File: src/rtl/mc_config_loader.sv
// Parses HEADER + 12 payload bytes + XOR checksum into shadow registers and commits them to the outputs one cycle
// after a good checksum, with a one-cycle core_start/frame_ok pulse; in_ready drops only in that commit cycle.
module mc_config_loader #(
  parameter int          WIDTH   = 10,
  parameter logic [7:0]  HEADER  = 8'hA5,
  parameter int          TIMEOUT = 1000
) (
  input  logic             clk,
  input  logic             rst,
  input  logic [7:0]       in_data,
  input  logic             in_valid,
  output logic             in_ready,
  output logic [WIDTH-1:0] num_of_iterations,
  output logic [WIDTH-1:0] seed_1,
  output logic [WIDTH-1:0] seed_2,
  output logic [WIDTH:0]   seed_3,
  output logic [WIDTH-1:0] a,
  output logic [WIDTH-1:0] b,
  output logic             core_start,
  output logic             frame_ok,
  output logic             frame_err
);

  localparam int TW = $clog2(TIMEOUT + 1);

  typedef enum logic [1:0] {S_IDLE, S_PAYLOAD, S_CHECK, S_APPLY} state_t;

  state_t           r_state;
  logic [3:0]       r_cnt;
  logic [7:0]       r_xor;
  logic [TW-1:0]    r_idle;
  logic [11:0][7:0] r_shadow;
  logic             r_in_ready;
  logic [WIDTH-1:0] r_iter;
  logic [WIDTH-1:0] r_seed_1;
  logic [WIDTH-1:0] r_seed_2;
  logic [WIDTH:0]   r_seed_3;
  logic [WIDTH-1:0] r_a;
  logic [WIDTH-1:0] r_b;
  logic             r_core_start;
  logic             r_frame_ok;
  logic             r_frame_err;

  logic             w_xfer;
  logic             w_in_frame;
  logic [TW-1:0]    w_idle_nxt;
  logic             w_timeout;
  logic [15:0]      w_f0, w_f1, w_f2, w_f3, w_f4, w_f5;

  assign w_xfer     = in_valid & r_in_ready;
  assign w_in_frame = (r_state == S_PAYLOAD) || (r_state == S_CHECK);
  // Saturating idle count; the frame aborts on the edge where it would reach TIMEOUT.
  assign w_idle_nxt = (r_idle == TW'(TIMEOUT)) ? r_idle : r_idle + TW'(1);
  assign w_timeout  = w_in_frame && !w_xfer && (w_idle_nxt == TW'(TIMEOUT));

  // Fields are carried LSB byte first.
  assign w_f0 = {r_shadow[1],  r_shadow[0]};
  assign w_f1 = {r_shadow[3],  r_shadow[2]};
  assign w_f2 = {r_shadow[5],  r_shadow[4]};
  assign w_f3 = {r_shadow[7],  r_shadow[6]};
  assign w_f4 = {r_shadow[9],  r_shadow[8]};
  assign w_f5 = {r_shadow[11], r_shadow[10]};

  always_ff @(posedge clk) begin
    if (rst) begin
      r_state      <= S_IDLE;
      r_cnt        <= '0;
      r_xor        <= '0;
      r_idle       <= '0;
      r_shadow     <= '0;
      r_in_ready   <= 1'b1;
      r_iter       <= '0;
      r_seed_1     <= '0;
      r_seed_2     <= '0;
      r_seed_3     <= '0;
      r_a          <= '0;
      r_b          <= '0;
      r_core_start <= 1'b0;
      r_frame_ok   <= 1'b0;
      r_frame_err  <= 1'b0;
    end else begin
      r_core_start <= 1'b0;
      r_frame_ok   <= 1'b0;
      r_frame_err  <= 1'b0;
      case (r_state)
        S_IDLE: begin
          if (w_xfer && (in_data == HEADER)) begin
            r_state <= S_PAYLOAD;
            r_cnt   <= '0;
            r_xor   <= '0;
            r_idle  <= '0;
          end
        end
        S_PAYLOAD: begin
          if (w_xfer) begin
            r_shadow[r_cnt] <= in_data;
            r_xor           <= r_xor ^ in_data;
            r_idle          <= '0;
            if (r_cnt == 4'd11) begin
              r_state <= S_CHECK;
            end else begin
              r_cnt <= r_cnt + 4'd1;
            end
          end else if (w_timeout) begin
            r_state     <= S_IDLE;
            r_frame_err <= 1'b1;
            r_shadow    <= '0;
            r_idle      <= '0;
          end else begin
            r_idle <= w_idle_nxt;
          end
        end
        S_CHECK: begin
          if (w_xfer) begin
            r_idle <= '0;
            if (in_data == r_xor) begin
              r_state    <= S_APPLY;
              r_in_ready <= 1'b0;
            end else begin
              r_state     <= S_IDLE;
              r_frame_err <= 1'b1;
              r_shadow    <= '0;
            end
          end else if (w_timeout) begin
            r_state     <= S_IDLE;
            r_frame_err <= 1'b1;
            r_shadow    <= '0;
            r_idle      <= '0;
          end else begin
            r_idle <= w_idle_nxt;
          end
        end
        S_APPLY: begin
          r_iter       <= w_f0[WIDTH-1:0];
          r_seed_1     <= w_f1[WIDTH-1:0];
          r_seed_2     <= w_f2[WIDTH-1:0];
          r_seed_3     <= w_f3[WIDTH:0];
          r_a          <= w_f4[WIDTH-1:0];
          r_b          <= w_f5[WIDTH-1:0];
          r_core_start <= 1'b1;
          r_frame_ok   <= 1'b1;
          r_in_ready   <= 1'b1;
          r_state      <= S_IDLE;
        end
        default: begin
          r_state    <= S_IDLE;
          r_in_ready <= 1'b1;
        end
      endcase
    end
  end

  assign in_ready          = r_in_ready;
  assign num_of_iterations = r_iter;
  assign seed_1            = r_seed_1;
  assign seed_2            = r_seed_2;
  assign seed_3            = r_seed_3;
  assign a                 = r_a;
  assign b                 = r_b;
  assign core_start        = r_core_start;
  assign frame_ok          = r_frame_ok;
  assign frame_err         = r_frame_err;

endmodule

File: config.mk
export PLATFORM = sky130hd
export DESIGN_NAME = mc_config_loader
export DESIGN_NICKNAME = d
export VERILOG_FILES = /design/src/rtl/mc_config_loader.sv
export SDC_FILE = /design/constraint.sdc
export NUM_CORES = 1
export LEC_CHECK = 0
export ABC_AREA = 1
export CAP_MARGIN = 20
export CORE_MARGIN = 2
export CORE_UTILIZATION = 42
export CTS_BUF_LIST = sky130_fd_sc_hd__clkbuf_4
export CTS_CLUSTER_DIAMETER = 200
export DETAILED_ROUTE_END_ITERATION = 12
export GPL_TIMING_DRIVEN = 0
export PLACE_DENSITY = 0.69
export SLEW_MARGIN = 10
export SYNTH_ARGS = -nofsm -noshare
export SYNTH_HDL_FRONTEND = slang
export SYNTH_SLANG_ARGS = --single-unit
File: constraint.sdc
create_clock -name clk -period 5.9 [get_ports clk]
set_clock_uncertainty 0.15 [all_clocks]
set_input_delay 1.18 -clock clk [delete_from_list [all_inputs] [get_ports clk]]
set_output_delay 1.18 -clock clk [all_outputs]
set_load 0.01 [all_outputs]
Word-level counts from Yosys, hierarchy flattened
Cells that the tools add are included.
- bits in registers: 184
- output and inout port bits: 65
- input bits: 11
- reductions and logical operators: 18
- multiplexer cells: 36
- bitwise gates (word level): 2
- equal/unequal tests: 15
- $lt $le $gt $ge: 2
- $add $sub $neg: 2
- operators by type and width (kind ; number):
    $mux W96 ; 4
    $pmux W96 S2 ; 1
    $bwmux W96 ; 1
    $mux W10 ; 4
    $demux W8 S4 ; 1
    $mux W8 ; 3
    $eq A10 B10 Y1 const B ; 2
    $pmux W10 S2 ; 1
    $pmux W8 S2 ; 1
    $mux W2 ; 6
    $mux W4 ; 3
    $add A10 B1 Y10 const B ; 1
    $eq A8 B8 Y1 ; 1
    $eq A8 B8 Y1 const B ; 1
    $ne A2 B2 Y1 const B ; 4
    $pmux W2 S4 ; 1
    $pmux W4 S2 ; 1
    $reduce_bool A2 Y1 ; 4
    $xor A8 B8 Y8 ; 1
    $mux W1 ; 7
    $reduce_and A2 Y1 ; 3
    $reduce_and A3 Y1 ; 2
    $lt A4 B5 Y1 const B ; 1
    $add A4 B1 Y4 const B ; 1
    other kinds (15) ; 20

Logic depth before layout (Yosys ltp)
- depth after elaboration: 7
- mapped depth: 15

Least setup slack after synthesis
OpenSTA, ideal clock, no wires.
- kind: input to register
- start point: input in_data[2]
- end point: register r_shadow[48] (netlist bit)
- cell stages on the path: 10
- data arrival time: 2.448 ns
- path buffers: 1
- setup time: 0.070 ns
- slack: 3.232 ns
- data required time: 5.680 ns
- cells stage by stage: xnor2_1 > nand2_1 > nor3_1 > nand4_1 > nand2_1 > buf_2 > nor2_1 > nand2_2 > nand2_1 > a21oi_1
- word-level cells in the longest chain between the ends: 3
- ends and longest elaborated chain (element ; RTL line ; source):
    from (decl) ; 10 ; input logic [7:0] in_data,
    $eq A8 B8 Y1 ; 116 ; if (in_data == r_xor) begin
    $ne A3 B3 Y1 (no line) ; n/a ;
    $reduce_and A2 Y1 (no line) ; n/a ;
    to (signal, indexed assignment) ; 96 ; r_shadow[r_cnt] <= in_data;
    to (decl) ; 32 ; logic [11:0][7:0] r_shadow;
No other way between the ends.
A chain may end at the register's enable or synchronous reset.

Final worst setup path
- start point: input in_data[5]
- end point: register r_shadow[49] (netlist bit)
The elaborated chain is that of the path after synthesis.

==> impl_metrics.py <==
metrics = {
    "status": {
        "status": "complete, no violations",
    },
    "logic_synthesis": {
        "synth_area_per_cell_um2": 7.17,
        "synth.distinct_cells": 32,
        "async_flop_share": 0,
        "synthCells": 871,
        "synth-seq-cells": 149,
        "syn_area_um2": 6250,
        "yosys_warnings": 0,
        "seq_area_frac_synth": 0.477,
        "synth_nets": 892,
        "synth_edf_count": 0,
        "ys.flop_type": "dfxtp_1",
    },
    "die": {
        "ios": 76,
        "rows": 44,
        "core-area_um2": 14500,
        "die-area_um2": 15900,
        "die_h_um": 126,
        "die_x_um": 126,
        "start_util": 0.430,
    },
    "global_route": {
        "track_usage": 0.216,
        "grt_max_degree": 17,
        "grt_overflow_total": 0,
        "antenna_found_initial": 1,
        "grt_pass1_wl_um": 27300,
        "grt_pass1_vias": 5435,
    },
    "layout": {
        "fillers": 1473,
        "fin_nets": 985,
        "register_area_um2": 2980,
        "multiInputGateArea_um2": 2860,
        "area_delta_synth_final_pct": 21.3,
        "postLayoutCellArea_um2": 7580,
        "drive_above_1_share": 0.0481,
    },
    "critical_path": {
        "rr_worst_depth": 9,
        "crit_arrival_ps": 3520,
        "worstSetupPathType": "input port to flip-flop",
        "crit_path_end_kind": "flip-flop",
        "cp-start-kind": "input port",
        "critical_path.max_fanout": 10,
        "reg2reg_from": "r_state[0]",
        "ff2ff_setup_slack_ps": 3270,
        "worstPathRequired_ps": 6270,
        "regToRegEndpoint": "r_shadow[49]",
    },
    "clocking": {
        "ctsResizeCount": 0,
        "cts_tree": "yes",
        "postCtsSetupBuffers": 0,
        "cts_buffers": 17,
        "clkLatencyLatePin_ps": 590,
        "max-clock-path-buffers": 2,
        "cts_hold_buffers": 0,
        "cts-root-buf": "clkbuf_4",
        "cts.htree.levels": 4,
        "cts.sinks": 149,
        "clk_pin_slew_ps": 140,
    },
    "sta": {
        "final.setup.tns_ps": 0,
        "hold_viol": 0,
        "maxSlewViolCount": 0,
        "relSlewSlack": 0.506,
        "fin_crit_sh": 0.534,
        "worst_pin_slew_ps": 740,
        "finalSetupViolCount": 0,
        "post-route-min-period_ps": 3150,
        "fmax_mhz": 318,
        "rsz0062_at_grt": "false",
    },
    "routing": {
        "drt_pass1_iterations": 5,
        "detail_route.wl_per_cell_um": 14.4,
        "drc": 0,
        "vias": 5950,
        "via_per_inst": 5.12,
        "antenna_left": 0,
        "drt_first_iter_violations": 583,
        "finalWirelength_um": 16700,
    },
    "flow_run": {
        "maxCapViolations": 0,
    },
    "place": {
        "post-dp-hpwl_um": 11600,
        "gp_congestion": 0.937,
        "dpl_cell_area_um2": 7220,
        "io_buffer_count": 74,
    },
    "hold_path": {
        "holdPathStages": 2,
        "hold_start": "r_shadow[20]",
        "hp-class": "flip-flop to flip-flop",
        "hold_end": "r_shadow[20]",
    },
    "pwr": {
        "pwr_density_cell_nw_per_um2": 260,
        "ir_drop_mv": 0.113,
        "leakagePower_nw": 3.12,
    },
}
cells in the mapped netlist, types with 2 or more instances:
cell / count / share of area
nand3_1: 20 / 0.016
dfxtp_1: 149 / 0.48
o211a_1: 4 / 0.0064
nand2_2: 2 / 0.0020
o21bai_1: 2 / 0.0024
buf_2: 3 / 0.0024
a211oi_1: 3 / 0.0036
nand2_4: 4 / 0.0072
nand4_1: 19 / 0.019
nor3_1: 7 / 0.0056
inv_2: 3 / 0.0018
nor3b_1: 2 / 0.0024
xnor2_1: 5 / 0.0070
ha_1: 10 / 0.020
clkbuf_1: 35 / 0.021
o21ai_0: 81 / 0.065
xor2_1: 5 / 0.0070
nand2_1: 192 / 0.12
nor2_1: 174 / 0.10
a21oi_1: 81 / 0.065
inv_1: 59 / 0.035
routing by layer:
layer | global-route usage | part of all wire | vias up
met2 | 0.325 | 0.44 | 182
li1 | - | - | 2981
met1 | 0.305 | 0.48 | 2753
met4 | 0.0808 | 0.028 | 0
met3 | 0.0463 | 0.059 | 34
met5 | 0 | 0 | -
placed cells by master (no fill, tap or decap), drive strengths merged:
cell type	count
clkbuf	53
xor2	6
bufinv	5
a211oi	3
nand3	20
o21bai	2
o21ai	82
a21oi	81
buf	6
xnor2	5
nand3b	1
nor2	176
clkdlybuf4s50	74
nand2	198
nor3b	2
diode	1
nor4	1
inv	66
ha	10
o211a	4
a31oi	1
clkinv	6
dfxtp	149
nand4	19
nor3	7
sequential cells by signal, summed over array words and instances, names as in the netlist, 2 cells and up:
name / flops
a: 10
b: 10
num_of_iterations: 10
r_cnt: 4
r_idle: 10
r_shadow: 61
r_state: 2
r_xor: 8
seed_1: 10
seed_2: 10
seed_3: 11
power by group:
group          internal, W  leakage [nW]  switching [W]
Sequential         0.00102          1.20     0.00000850
Combinational    0.0000459          1.73       0.000125
Clock             0.000389         0.189       0.000386
worst max-delay path, cell delays in order:
cell	delay (ps)
clkdlybuf4s50_1	550
xor2_1	270
inv_1	70
nand2_1	60
nor2_1	40
nand4_1	270
nand4_1	160
inv_2	100
clkbuf_1	510
nand2_1	120
a21oi_1	190
final cells by class:
class	count	share of cell area
Multi-Input combinational cell	618	0.377
Antenna cell	1	0.000330
Clock inverter	14	0.0292
Sequential cell	149	0.394
Clock buffer	18	0.0178
Inverter	63	0.0312
Tap cell	184	0.0304
Buffer	41	0.0223
Timing Repair Buffer	74	0.0977
per-stage QoR:
step | setup WS, ps | cells | hold slack [ps] | power [W] | utilization
after floorplan | 3230 | 871 | 290 | 0.00116 | -
after global placement | 2250 | 1129 | 299 | 0.00121 | 0.497
after detailed placement | 2200 | 1129 | 303 | 0.00122 | 0.497
after CTS | 2800 | 1161 | 321 | 0.00198 | 0.521
after global routing | 2620 | 1162 | 336 | 0.00206 | 0.521
final | 2750 | 1162 | 319 | 0.00197 | 0.521
worst max-delay path by stage:
stage	startpoint	end	depth (start not counted)
floorplan	in_data[2]	r_shadow[48]	10
global placement	in_data[5]	r_shadow[32]	11
detailed placement	in_data[5]	r_shadow[49]	11
CTS	in_data[5]	r_shadow[49]	11
global route	in_data[5]	r_shadow[24]	11
finish	in_data[5]	r_shadow[49]	11
cells by family after synthesis:
group / count (synthesis) / share of synthesized area
flip-flops: 149 / 0.477
adder cells (fa/ha/maj): 10 / 0.0200
AO/OA/AOI/OAI: 173 / 0.144
AND/OR/NAND/NOR: 424 / 0.277
buffers and inverters: 104 / 0.0649
XOR/XNOR: 11 / 0.0166
(Power assumes the default switching activity.)
